[src/rtl/ring_output_arbiter.sv]
// Output-port scheduler for the ring router. A round-robin arbiter grants one
// requesting input controller per cycle into the VC buffer of the current
// polarity. The buffer of the opposite polarity is offered on the outbound link.
module ring_output_arbiter #(
  parameter int NUM_REQ           = 3,
  parameter int BUFFER_DATA_WIDTH = 64
) (
  input  logic                                   clk,
  input  logic                                   rst,
  input  logic [NUM_REQ-1:0]                     sig_req_channel,
  input  logic [NUM_REQ*BUFFER_DATA_WIDTH-1:0]   req_data,
  output logic [NUM_REQ-1:0]                     sig_channel_clean,
  output logic                                   polarity,
  output logic                                   sendO,
  output logic [BUFFER_DATA_WIDTH-1:0]           dataO,
  input  logic                                   receiveO
);

  localparam int PTR_W = $clog2(NUM_REQ);

  logic [PTR_W-1:0]             rr_ptr_reg;
  logic [PTR_W-1:0]             rr_ptr_next;
  logic [PTR_W-1:0]             grant_idx;
  logic [PTR_W:0]               scan_sum;
  logic                         grant_valid;
  logic [BUFFER_DATA_WIDTH-1:0] grant_data;
  logic                         drain;
  logic                         polarity_reg;
  logic [1:0]                   vc_valid;
  logic [BUFFER_DATA_WIDTH-1:0] vc_data [2];

  assign polarity = polarity_reg;

  // Round-robin scan starting at the pointer; blocked while the writable VC is
  // still occupied or while reset is held.
  always_comb begin
    grant_valid = 1'b0;
    grant_idx   = '0;
    scan_sum    = '0;
    if (rst && !vc_valid[polarity_reg]) begin
      for (int k = 0; k < NUM_REQ; k++) begin
        scan_sum = {1'b0, rr_ptr_reg} + (PTR_W+1)'(k);
        if (scan_sum >= (PTR_W+1)'(NUM_REQ)) begin
          scan_sum = scan_sum - (PTR_W+1)'(NUM_REQ);
        end
        if (!grant_valid && sig_req_channel[scan_sum[PTR_W-1:0]]) begin
          grant_valid = 1'b1;
          grant_idx   = scan_sum[PTR_W-1:0];
        end
      end
    end
  end

  // One-hot grant, next pointer and the granted requester's flit.
  always_comb begin
    sig_channel_clean = '0;
    rr_ptr_next       = rr_ptr_reg;
    grant_data        = req_data[int'(grant_idx)*BUFFER_DATA_WIDTH +: BUFFER_DATA_WIDTH];
    if (grant_valid) begin
      sig_channel_clean = NUM_REQ'(1) << grant_idx;
      rr_ptr_next = (grant_idx == PTR_W'(NUM_REQ-1)) ? '0 : grant_idx + PTR_W'(1);
    end
  end

  // Link side: offer the VC that arbitration is not allowed to touch this cycle.
  assign sendO = vc_valid[~polarity_reg];
  assign dataO = sendO ? vc_data[~polarity_reg] : '0;
  assign drain = sendO & receiveO;

  // Polarity flips every cycle; the pointer advances past each granted requester.
  always_ff @(posedge clk or negedge rst) begin
    if (!rst) begin
      polarity_reg <= 1'b0;
      rr_ptr_reg   <= '0;
    end else begin
      polarity_reg <= ~polarity_reg;
      rr_ptr_reg   <= rr_ptr_next;
    end
  end

  // Even (gi=0) and odd (gi=1) one-entry VC buffers.
  for (genvar gi = 0; gi < 2; gi++) begin : g_vc
    logic                         valid_reg;
    logic [BUFFER_DATA_WIDTH-1:0] data_reg;

    // Written only in its own phase, drained only in the opposite phase.
    always_ff @(posedge clk or negedge rst) begin
      if (!rst) begin
        valid_reg <= 1'b0;
        data_reg  <= '0;
      end else if (polarity_reg == 1'(gi)) begin
        if (grant_valid) begin
          valid_reg <= 1'b1;
          data_reg  <= grant_data;
        end
      end else if (drain) begin
        valid_reg <= 1'b0;
      end
    end

    assign vc_valid[gi] = valid_reg;
    assign vc_data[gi]  = data_reg;
  end

endmodule

[config.mk]
export PLATFORM = sky130hd
export DESIGN_NAME = ring_output_arbiter
export DESIGN_NICKNAME = d
export VERILOG_FILES = /design/src/rtl/ring_output_arbiter.sv
export SDC_FILE = /design/constraint.sdc
export NUM_CORES = 1
export LEC_CHECK = 0
export ABC_AREA = 1
export CAP_MARGIN = 10
export CORE_UTILIZATION = 40
export DETAILED_ROUTE_END_ITERATION = 8
export PLACE_DENSITY_LB_ADDON = 0.25
export REMOVE_ABC_BUFFERS = 1
export SLEW_MARGIN = 20
export SYNTH_ARGS = -nofsm -noshare
export SYNTH_HDL_FRONTEND = slang
export SYNTH_SLANG_ARGS = --single-unit
[constraint.sdc]
create_clock -name clk -period 4.4 [get_ports clk]
set_input_delay 0.88 -clock clk [delete_from_list [all_inputs] [get_ports clk]]
set_output_delay 0.88 -clock clk [all_outputs]
set_load 0.02 [all_outputs]
==> results of run 1 <==
final cells by class:
type | instances | area [um^2]
Multi-Input combinational cell | 1014 | 4250
Timing Repair Buffer | 290 | 2856
Fill cell | 2072 | 9160
Sequential cell | 133 | 3329
Inverter | 147 | 551.8
Clock inverter | 11 | 125.1
Tap cell | 275 | 344.1
Clock buffer | 21 | 470.5
where the power goes:
| group | internal, mW | total (mW) | switching (mW) |
|---|---|---|---|
| logic | 1.53 | 4.15 | 2.62 |
| registers | 1.80 | 2.10 | 0.298 |
| clock network | 0.878 | 1.42 | 0.542 |
path summary, 6_finish.rpt:
| path | from | end | slack (ns) | cells after the start |
|---|---|---|---|---|
| setup / recovery | sig_req_channel[2] | sig_channel_clean[0] | 0.55 | 12 |
| hold / removal | g_vc[1].data_reg[55]$_DFFE_PN0P_ | g_vc[1].data_reg[55]$_DFFE_PN0P_ | 0.47 | 2 |
| setup reg to reg | rr_ptr_reg[0]$_DFFE_PN0P_ | g_vc[0].data_reg[14]$_DFFE_PN0P_ | 1.72 | 14 |
| hold reg to reg | g_vc[1].data_reg[55]$_DFFE_PN0P_ | g_vc[1].data_reg[55]$_DFFE_PN0P_ | 0.47 | 2 |
| max in group asynchronous | rst | polarity$_DFF_PN0_ | 2.30 | 3 |
| min in group asynchronous | rst | g_vc[0].data_reg[19]$_DFFE_PN0P_ | 0.67 | 2 |
cells by family (layout without fill, tap and decap cells):
family | count (synthesis) | in the layout
flip-flops | 133 | 133
adder cells (fa/ha/maj) | 4 | 4
AND/OR/NAND/NOR | 1004 | 1004
buffers and inverters | 245 | 469
AO/OA/AOI/OAI | 6 | 6
synth_stat cells (all sizes together):
cell	number	area share, %
nand4	67	4.9
dfrtp	133	39
o21bai	1	0.087
ha	4	0.58
nor2	4	0.17
o21ai	4	0.23
nand3	140	8.2
inv	147	6.4
buf	79	5.4
nand2	793	35
clkbuf	19	0.83
a21oi	1	0.10
worst reg2reg max path: stages (launching register included):
cell	delay, ns
dfrtp_1	0.36
inv_1	0.08
ha_1	0.36
inv_1	0.15
nand2_1	0.08
nand2_1	0.07
nand3_2	0.10
nand4_1	0.18
buf_4	0.58
nand4_1	0.25
nand2_1	0.12
inv_1	0.04
nand2_1	0.09
nand2_1	0.07
nand2_1	0.09
metal layers:
layer	track usage, %	up-vias	share of wire (%)
met5	0	-	0
met4	6.378	0	1.3
met3	5.443	26	6.1
met2	42.15	247	49
met1	29.96	4131	44
li1	-	4659	-
==> key figures, run 1 <==
Worst setup path
  – Largest fanout on the critical path: 6
  – Crit path kind: input port to primary output
  – Critical Path Slowest Stage Cell: clkdlybuf4s50_1
  – Cell mode on critical path: nand2_1
  – Startpoint Class: input port
  – Crit path required time: between 3 and 4 ns
  – CP peak stage delay: approximately 0.63 ns
  – Worst EP arrival: between 2 and 3 ns
  – Crit path cell chain: clkdlybuf4s50_1 > inv_1 > o21ai_1 > nand2_1 > nand3_1 > nand2_1 > inv_1 > nand2_2 > nand2_2 > nand2_1 > nor2_1 > clkdlybuf4s50_1
  – Crit end category: primary output
  – CP Buf/Inv Count: 4
  – Family with the most delay on the worst path: buffers and inverters

Layout
  – Nets: roughly 1800
  – Commonest non-fill, non-tap cells in the layout: nand2_1 (790), clkdlybuf4s50_1 (265), inv_1 (143)
  – Final non-filler cell total: ~1900
  – Design area: ~12000 um^2
  – Ant. Diodes: 0
  – Max reg flops: about 130
  – Most common cell after layout, fill and taps aside: nand2_1
  – Area growth, synth to finish: 38.32%
  – Final core occ: a little under three fifths
  – Layout cells sized above 1: under 10%

STA
  – Max Freq: roughly 0.26 GHz
  – Tightest Pin Transition: about 0.9 ns
  – RSZ-0062 raised after global routing: false
  – Crit share post-route: 87.43%
  – Final setup margin: 0.5532 ns
  – Min Hold Slack: between 0.4 and 0.5 ns
  – Final Hold Viols: 0
  – Crit path time final: a little under 4 ns
  – Final setup fails: 0
  – Max Slew Vio Count: 0
  – Clock Skew: between 0.01 and 0.015 ns
  – Sum Neg Setup Slack: 0 ns
  – Relative slew slack: about two fifths

Place
  – Placed cell count: 1859
  – Area after DPL: 11330 um^2
  – Pre-CTS setup slack: around 0.57 ns
  – Hpwl dp: 16650 um
  – GPL Wtd Cong: a little under 0.8
  – I/O Buffers: about 270

Min path
  – Worst hold path type: flip-flop to flip-flop

Global routing
  – Largest net degree at the start of global routing: 83
  – GRT Overall Usage: between 20% and 30%
  – Total grt overflow: 0
  – First-pass GRT wire length: about 42000 um
  – Number of global-route vias before repair: around 8600
  – Initial antenna violation count: 0

Synthesis
  – Cell area after synthesis: approximately 8600 um^2
  – Synth Area in Simple Gates: a little under half
  – Sequential share of the synthesized area: 38.60%
  – Synth Register Bits: 133
  – Compound-Gate Fraction of Synth Area: less than 1%
  – Post-Syn Instances: 1392
  – Mux cell area share after synthesis: 0%
  – Largest family of logic cells by synthesized area: simple AND/OR/NAND/NOR gates
  – Ys Warns: 0
  – Synth unique cells: 19
  – Adder-Cell Fraction of Synth Area: less than 1%
  – Post-Syn Area per Cell: ~6.2 um^2
  – XOR/XNOR share of the synthesized area: 0%

Clock network
  – Clk pin slew, worst setup/hold paths: 0.05 ns
  – Hold Buf Count CTS: 0
  – Post-cts sizing count: 0
  – Clk_lat worst skew: approximately 0.42 ns
  – Clock Tree Root: clkbuf_16
  – CTS tree: built
  – Number of CTS-inserted buffers: 17
  – Clock buffer depth: 2
  – CTS HTree Levels: 4
  – Clock Sinks: about 130
  – Setup Buffers After CTS: 0

Die
  – Die X: 148.8 um
  – Site row count: 53
  – Die height: 148.8 um
  – Die area: 22150 um^2
  – Top Ports: between 200 and 300
  – Core Footprint: about 21000 um^2
  – Initial Util: 40.89%

Route
  – Via count: just over 9000
  – Detailed-route wire length per cell: approximately 14 um
  – Post-Route WL: around 26000 um
  – DRT Pass-1 Iters: 5
  – Antenna Nets Post-Route: 0
  – DR DRC count: 0
  – Vias per Instance: 4.793
  – First DRT Iteration DRCs: between 500 and 600

Pwr
  – Leak: about 6.6 nW
  – Peak VDD IR: 0.0006712 V
  – Overall power: about 7.7 mW
  – PwrDens: 642.8 nW/um^2

Flow run
  – Max-cap violations: 0

Run status
  – Outcome: finished clean
Note: power is estimated with default switching activity, not from simulation.
==> run 2: changes to the inputs <==
--- a/config.mk
+++ b/config.mk
@@ -9,6 +9,7 @@
 export CAP_MARGIN = 10
 export CORE_UTILIZATION = 40
 export DETAILED_ROUTE_END_ITERATION = 8
+export HOLD_SLACK_MARGIN = 0.15
 export PLACE_DENSITY_LB_ADDON = 0.25
 export REMOVE_ABC_BUFFERS = 1
 export SLEW_MARGIN = 20
==> results of run 2 <==
No change in the layout: final DEF, timing and power equal those of run 1.
==> run 3: changes to the inputs <==
--- a/config.mk
+++ b/config.mk
@@ -9,7 +9,7 @@
 export CAP_MARGIN = 10
 export CORE_UTILIZATION = 40
 export DETAILED_ROUTE_END_ITERATION = 8
-export HOLD_SLACK_MARGIN = 0.15
+export HOLD_SLACK_MARGIN = 0.12
 export PLACE_DENSITY_LB_ADDON = 0.25
 export REMOVE_ABC_BUFFERS = 1
 export SLEW_MARGIN = 20
==> results of run 3 <==
No change in the layout: final DEF, timing and power equal those of run 1.
